`src/rtl/hazard_unit.sv`:
```
// rtl/hazard_unit.sv - RV32 5-stage pipeline hazard unit with memory-wait FSM and perf counters
module hazard_unit #(
  parameter int CNT_W       = 32,
  parameter int MEM_TIMEOUT = 255
) (
  input  logic             clk,
  input  logic             reset,
  input  logic [4:0]       Rs1D,
  input  logic [4:0]       Rs2D,
  input  logic [4:0]       Rs1E,
  input  logic [4:0]       Rs2E,
  input  logic [4:0]       RdE,
  input  logic [4:0]       RdM,
  input  logic [4:0]       RdW,
  input  logic             PCSrcE,
  input  logic             ResultSrcE0,
  input  logic             RegWriteM,
  input  logic             RegWriteW,
  input  logic             MemReqM,
  input  logic             DMemReadyM,
  input  logic             CntClr,
  output logic [1:0]       ForwardAE,
  output logic [1:0]       ForwardBE,
  output logic             StallF,
  output logic             StallD,
  output logic             StallE,
  output logic             StallM,
  output logic             FlushD,
  output logic             FlushE,
  output logic             FlushW,
  output logic             MemErr,
  output logic [CNT_W-1:0] StallCnt,
  output logic [CNT_W-1:0] FlushCnt
);

  localparam int WCW = (MEM_TIMEOUT < 2) ? 1 : $clog2(MEM_TIMEOUT + 1);
  localparam logic [WCW-1:0] TIMEOUT_V = WCW'(MEM_TIMEOUT);

  typedef enum logic {S_RUN, S_WAIT} state_t;

  state_t         r_state;
  state_t         w_state_next;
  logic [WCW-1:0] r_wait_cnt;
  logic [WCW-1:0] w_wait_next;
  logic           r_mem_err;
  logic           w_mem_err_next;
  logic [CNT_W-1:0] r_stall_cnt;
  logic [CNT_W-1:0] r_flush_cnt;

  logic w_mem_stall;
  logic w_lw_stall;

  assign w_mem_stall = MemReqM & ~DMemReadyM;
  // A taken branch squashes the decode instruction, so it cannot cause a load-use stall
  assign w_lw_stall  = ResultSrcE0 & (RdE != 5'd0) & ((RdE == Rs1D) | (RdE == Rs2D)) & ~PCSrcE;

  // Forward selects, stalls and flushes; reset forces a bubble everywhere with no stalls
  always_comb begin
    ForwardAE = 2'b00;
    ForwardBE = 2'b00;
    StallF    = 1'b0;
    StallD    = 1'b0;
    StallE    = 1'b0;
    StallM    = 1'b0;
    FlushD    = 1'b1;
    FlushE    = 1'b1;
    FlushW    = 1'b1;
    if (reset) begin
      if (RegWriteM && (RdM != 5'd0) && (RdM == Rs1E))      ForwardAE = 2'b10;
      else if (RegWriteW && (RdW != 5'd0) && (RdW == Rs1E)) ForwardAE = 2'b01;
      if (RegWriteM && (RdM != 5'd0) && (RdM == Rs2E))      ForwardBE = 2'b10;
      else if (RegWriteW && (RdW != 5'd0) && (RdW == Rs2E)) ForwardBE = 2'b01;
      if (w_mem_stall) begin
        // Freeze everything up to M; a branch held in E redirects once memory releases
        StallF = 1'b1;
        StallD = 1'b1;
        StallE = 1'b1;
        StallM = 1'b1;
        FlushD = 1'b0;
        FlushE = 1'b0;
        FlushW = 1'b1;
      end else begin
        StallF = w_lw_stall;
        StallD = w_lw_stall;
        FlushD = PCSrcE;
        FlushE = w_lw_stall | PCSrcE;
        FlushW = 1'b0;
      end
    end
  end

  // Memory-wait next state: count consecutive stall cycles and flag a timeout
  always_comb begin
    w_state_next   = r_state;
    w_wait_next    = r_wait_cnt;
    w_mem_err_next = r_mem_err;
    case (r_state)
      S_RUN: begin
        if (w_mem_stall) begin
          w_state_next = S_WAIT;
          w_wait_next  = WCW'(1);
        end
      end
      S_WAIT: begin
        if (w_mem_stall) begin
          if (r_wait_cnt < TIMEOUT_V) w_wait_next = r_wait_cnt + WCW'(1);
        end else begin
          w_state_next = S_RUN;
          w_wait_next  = '0;
        end
      end
      default: begin
        w_state_next = S_RUN;
        w_wait_next  = '0;
      end
    endcase
    if (w_mem_stall && (w_wait_next >= TIMEOUT_V)) w_mem_err_next = 1'b1;
  end

  // Memory-wait state register; the error flag is sticky until reset
  always_ff @(posedge clk or negedge reset) begin
    if (!reset) begin
      r_state    <= S_RUN;
      r_wait_cnt <= '0;
      r_mem_err  <= 1'b0;
    end else begin
      r_state    <= w_state_next;
      r_wait_cnt <= w_wait_next;
      r_mem_err  <= w_mem_err_next;
    end
  end

  // Saturating performance counters; clear beats a same-cycle increment
  always_ff @(posedge clk or negedge reset) begin
    if (!reset) begin
      r_stall_cnt <= '0;
      r_flush_cnt <= '0;
    end else if (CntClr) begin
      r_stall_cnt <= '0;
      r_flush_cnt <= '0;
    end else begin
      if (StallF && (r_stall_cnt != '1)) r_stall_cnt <= r_stall_cnt + CNT_W'(1);
      if (FlushD && (r_flush_cnt != '1)) r_flush_cnt <= r_flush_cnt + CNT_W'(1);
    end
  end

  assign MemErr   = r_mem_err;
  assign StallCnt = r_stall_cnt;
  assign FlushCnt = r_flush_cnt;

endmodule
```
`config.mk`:
```
export PLATFORM = sky130hd
export DESIGN_NAME = hazard_unit
export DESIGN_NICKNAME = d
export VERILOG_FILES = /design/src/rtl/hazard_unit.sv
export SDC_FILE = /design/constraint.sdc
export NUM_CORES = 1
export LEC_CHECK = 0
export CAP_MARGIN = 20
export CORE_ASPECT_RATIO = 0.5
export CORE_UTILIZATION = 25
export DETAILED_ROUTE_END_ITERATION = 16
export HOLD_SLACK_MARGIN = 0.12
export SETUP_SLACK_MARGIN = 0.15
export SYNTH_ARGS = -nofsm -noshare
export SYNTH_HDL_FRONTEND = slang
export SYNTH_SLANG_ARGS = --single-unit
```
`constraint.sdc`:
```
create_clock -name clk -period 2.8 [get_ports clk]
set_clock_uncertainty 0.15 [all_clocks]
set_input_delay 0.56 -clock clk [delete_from_list [all_inputs] [get_ports clk]]
set_output_delay 0.56 -clock clk [all_outputs]
set_load 0.1 [all_outputs]
```
* After elaboration in Yosys (flattened, before gate mapping) *
Index checks and enable logic that the tools add are counted.
W data, S select, Z words.

cells by class
  magnitude comparators = 2
  equal/unequal tests = 8
  muxes and demuxes = 23
  $add $sub $neg = 3
  reduce and logical (&&, ||, !) cells = 14
  bitwise gates (word level) = 9

operators by type and width
  cell                     number
  $mux W32                 4
  $add A32 B1 Y32 const B  2
  $ne A32 B32 Y1 const B   2
  $eq A5 B5 Y1             6
  $mux W8                  3
  $pmux W8 S2              1
  $reduce_bool A5 Y1       3
  $mux W1                  11
  $logic_and A1 B1 Y1      9
  $add A8 B1 Y8 const B    1
  $ge A8 B8 Y1 const B     1
  $lt A8 B8 Y1 const B     1
  $mux W2                  4
  $and A1 B1 Y1            4
  $reduce_bool A2 Y1       2
  $not A1 Y1               3
  $or A1 B1 Y1             2

word-level totals
  word-level logic and storage cells = 64
  flip-flop bits (word level) = 74
  output and inout bits = 76
  input port bits = 44

* Depth between registers and ports, before layout *
  word-level depth = 9
  gate-level depth with buffers = 9
  mapped depth without buffers = 7

* Worst setup path before layout *
No wires, ideal clock.

  path type = input port to output port
  from = input RdM[1]
  to = output ForwardAE[0]
  arrival time = 4.302 ns
  setup slack = -2.212 ns
  stages on the path = 4
  buffers on the path = 0
  data required time = 2.090 ns
  cell sequence = or4_1 -> o21ai_0 -> nor4_1 -> nor4_1

between the ends
  longest elaborated chain between the ends = 5
  elaborated cells on any way between the ends = 6
  those cells by class = eq/ne: 1; mux: 2; reduce/logical: 3

ends and longest elaborated chain
  what                   line  source
  start, declared        13    input logic [4:0] RdM,
  $reduce_bool A5 Y1     69    if (RegWriteM && (RdM != 5'd0) && (RdM == Rs1E)) ForwardAE = 2'b10;
  $logic_and A1 B1 Y1    69
  $logic_and A1 B1 Y1 *  69
  $mux W2 *              69
  $mux W2 *              68    if (reset) begin
  end, declared          22    output logic [1:0] ForwardAE,

Every way passes the cells marked *; elsewhere a longest branch is shown, timed or not.

* Final worst setup path *
  from = input RdE[2]
  to = output StallF

between the ends
  longest elaborated chain between the ends = 6
  elaborated cells on any way between the ends = 9
  those cells by class = eq/ne: 2; mux: 2; bitwise: 4; reduce/logical: 1

ends and longest elaborated chain
  what                                                line  source
  start, declared                                     12    input logic [4:0] RdE,
  $eq A5 B5 Y1 or $reduce_bool A5 Y1 (tied branches)  55    assign w_lw_stall = ResultSrcE0 & (RdE != 5'd0) & ((RdE == Rs1D) | (RdE == Rs2D)) & ~PCSrcE;
  $or A1 B1 Y1 or $and A1 B1 Y1 (tied branches)       55
  $and A1 B1 Y1 * (2 in series)                       55
  $mux W1 *                                           73    if (w_mem_stall) begin
  $mux W1 *                                           68
  end, declared                                       24    output logic StallF,

Marks and branches as above.

==> impl_metrics.yaml <==
synthesis:
  synth_top_family_by_area: "simple AND/OR/NAND/NOR gates"
  synthMuxAreaShare: 0.0486
  synthTopCellsByArea: "dfrtp_1 40%, xor2_1 7.1%, nor2_1 4.8%"
  synth.net_count: 550
  synth_fa_ha_area_frac: 0.00819
  yosysSeqAreaShare: 0.404
  syn_inst: 503
  synth_xor_area_frac: 0.113
  synth_largest_area_cell: "dfrtp_1"
  synth_commonest_cells: "74 x dfrtp_1, 58 x nor2_1, 37 x xor2_1"
  syn_area_um2: 4580
  avgSynthCellArea_um2: 9.11
  netlist.area_leader.share: 0.404
  ys_ff_latch: 74
  synth_cell_type_count: 56
  yosys.area_share.simple: 0.303
  ys_warn_count: 0
  async_flop_share: 1.00
  synth_edf_count: 0
  synth-compound-area-share: 0.0931
  yosys.cell_count.top_type: "dfrtp_1"
  synth_ff_type: "dfrtp_1"
floorplanning:
  core_um2: 17700
  io_pins: 120
  die_w_um: 193
  row_count: 34
  initial_core_util: 0.259
  dieArea_um2: 18900
  die_y_um: 97.7
grt:
  antenna_found_initial: 0
  grt_pass1_vias: 4207
  overflow: 0
  grt_max_degree: 49
  grt_usage: 0.141
  grt_pass1_wl_mm: 21.7
routing:
  drcViolationCount: 1
  vias: 4356
  routed_wirelength_mm: 13.3
  dr.first_iter.drc_count: 144
  firstDrtPassIters: 10
  ant_nets: 0
  wl_per_cell_um: 14.8
  via_per_inst: 4.86
placement:
  globalplace.congestion: 0.841
  portBuffers: 119
  place_ws_ps: -374
  dpl.hpwl_mm: 9.73
power:
  p_leak_nw: 2.90
  max-vdd-ir-drop_v: 0.000236
  powerDensity_nw_per_um2: 421
critical_path:
  cp.required_ps: 2090
  end_kind: "output pin"
  arrival_ps: 2040
  criticalPathCategory: "in -> out"
  worst-path-max-fanout: 3
  critPathLaunchType: "input pin"
timing:
  finalMaxSlewViolations: 0
  tightest_slew_ps: 633
  setup_viol_count_final: 0
  fin_ws_ps: 46.1
  period_minus_slack_ps: 2750
  fmax_mhz: 363
  slew_headroom: 0.578
  period_share: 0.984
  rsz0062_at_grt: "true"
  finalSetupTns_ps: 0
  hold_viol: 0
finish:
  drive_gt1_frac: 0.377
  area_delta_synth_final_pct: 49.2
  fillers: 1745
  diodes: 0
  nNetsFinal: 705
clock_network:
  cts.clk_slew.worst_paths_ps: 60
  cts.sinks: 74
  ctsHtreeMaxLevel: 3
  clockBufferDepth: 2
  tritoncts: "built"
  cts_root_buf: "clkbuf_16"
  cts_buffers: 9
  clk_latency_ps: 340
min_path:
  hp-class: "in -> async"
run:
  maxCapViolCount: 0
status:
  status: "finished with violations"
  failed_checks: "design-rule violations"
## through the flow
step	hold slack [ps]	power [mW]	util	area, um^2	cells
global route	171	2.99	0.387	6840	897
floorplan	114	1.32	-	4710	503
detailed placement	238	1.51	0.356	6290	870
global placement	238	1.50	0.356	6290	870
finish	151	2.88	0.387	6840	897
CTS	157	2.90	0.383	6760	893
## registers in the layout, summed over array words and instances, names as in the netlist
register,flops
FlushCnt,32
StallCnt,32
r_wait_cnt,8
MemErr,1
r_state,1
## kinds of logic (layout without fill, tap and decap cells)
family                     Yosys count  in the layout
and+or+nand+nor                    251            251
DFF                                 74             74
adders and majority gates            3              3
AOI/OAI and AO/OA                   64             64
muxes                               20             20
xor gates and xnor gates            59             59
buffers and inverters               32            192
## critical path, cell delays in order
cell	delay (ps)
buf_8	90
or4_4	520
o21a_4	240
a31oi_4	220
clkinvlp_4	200
buf_12	190
## cells in the final DEF (no fill, tap or decap), types with 3 or more instances in the layout
cell	instances
nor2b_1	20
o31ai_1	8
and2_1	3
nand2_1	27
xnor2_1	22
o21ai_0	13
nor4_4	3
a31oi_1	3
nand4_1	23
clkbuf_16	9
buf_6	10
and4_1	4
nor2_1	58
a21oi_1	19
inv_1	5
or4_1	8
nor4_1	12
mux2_2	18
bufinv_16	3
dlymetal6s2s_1	4
dlygate4sd2_1	7
and3_1	20
dfrtp_1	29
ha_1	3
or3_1	5
buf_4	109
dfrtp_2	43
buf_12	11
clkdlybuf4s50_1	14
nand3_1	34
or4_4	4
and2_4	3
xor2_1	37
buf_2	5
nor3_1	3
clkinvlp_4	3
clkbuf_2	3
## report_power, final
part           switching, mW  internal (mW)  total, mW  leakage [nW]
Sequential            0.0143           1.08       1.09         0.953
Clock                  0.468          0.896       1.36         0.165
Combinational          0.245          0.174      0.420          1.78
Total                  0.728           2.15       2.88          2.90
## routing by layer
layer / wire length [um] / share of wire / track usage / up-vias
met5: 0 / 0 / 0 / -
met4: 175 / 0.013 / 0.0388 / 0
met3: 303 / 0.023 / 0.0257 / 12
met2: 6400 / 0.48 / 0.235 / 51
met1: 6420 / 0.48 / 0.189 / 2164
li1: - / - / - / 2129
## layout make-up
type,count,area (um^2),share of cell area
clock buffers,10,239,0.0350
clock inverters,6,114,0.0167
inverters,7,30.0,0.00439
flip-flops and latches,74,1910,0.280
well taps,234,293,0.0428
repair buffers,169,1510,0.221
multi-input cells,397,2730,0.400
## worst paths after layout
kind | start | endpoint | slack [ps] | depth (start not counted)
setup / recovery | RdE[2] | StallF | 50 | 6
hold / removal | reset | StallCnt[27]$_DFFE_PN0P_ | 150 | 2
setup reg to reg | StallCnt[4]$_DFFE_PN0P_ | StallCnt[18]$_DFFE_PN0P_ | 350 | 5
hold reg to reg | MemErr$_DFFE_PN0P_ | MemErr$_DFFE_PN0P_ | 330 | 1
max in group asynchronous | reset | FlushCnt[26]$_DFFE_PN0P_ | 1480 | 3
min in group clk | MemErr$_DFFE_PN0P_ | MemErr$_DFFE_PN0P_ | 330 | 1
## what timing repair did
action / CTS / global route
hold buffers: 2 / 0
gates cloned: 0 / 0
gates resized for setup: 83 / 25
pin swaps: 18 / 14
endpoints found under the hold margin: 9 / 0
buffers inserted: 5 / 4
setup endpoints to repair: 24 / 16
(Power assumes the default switching activity.)
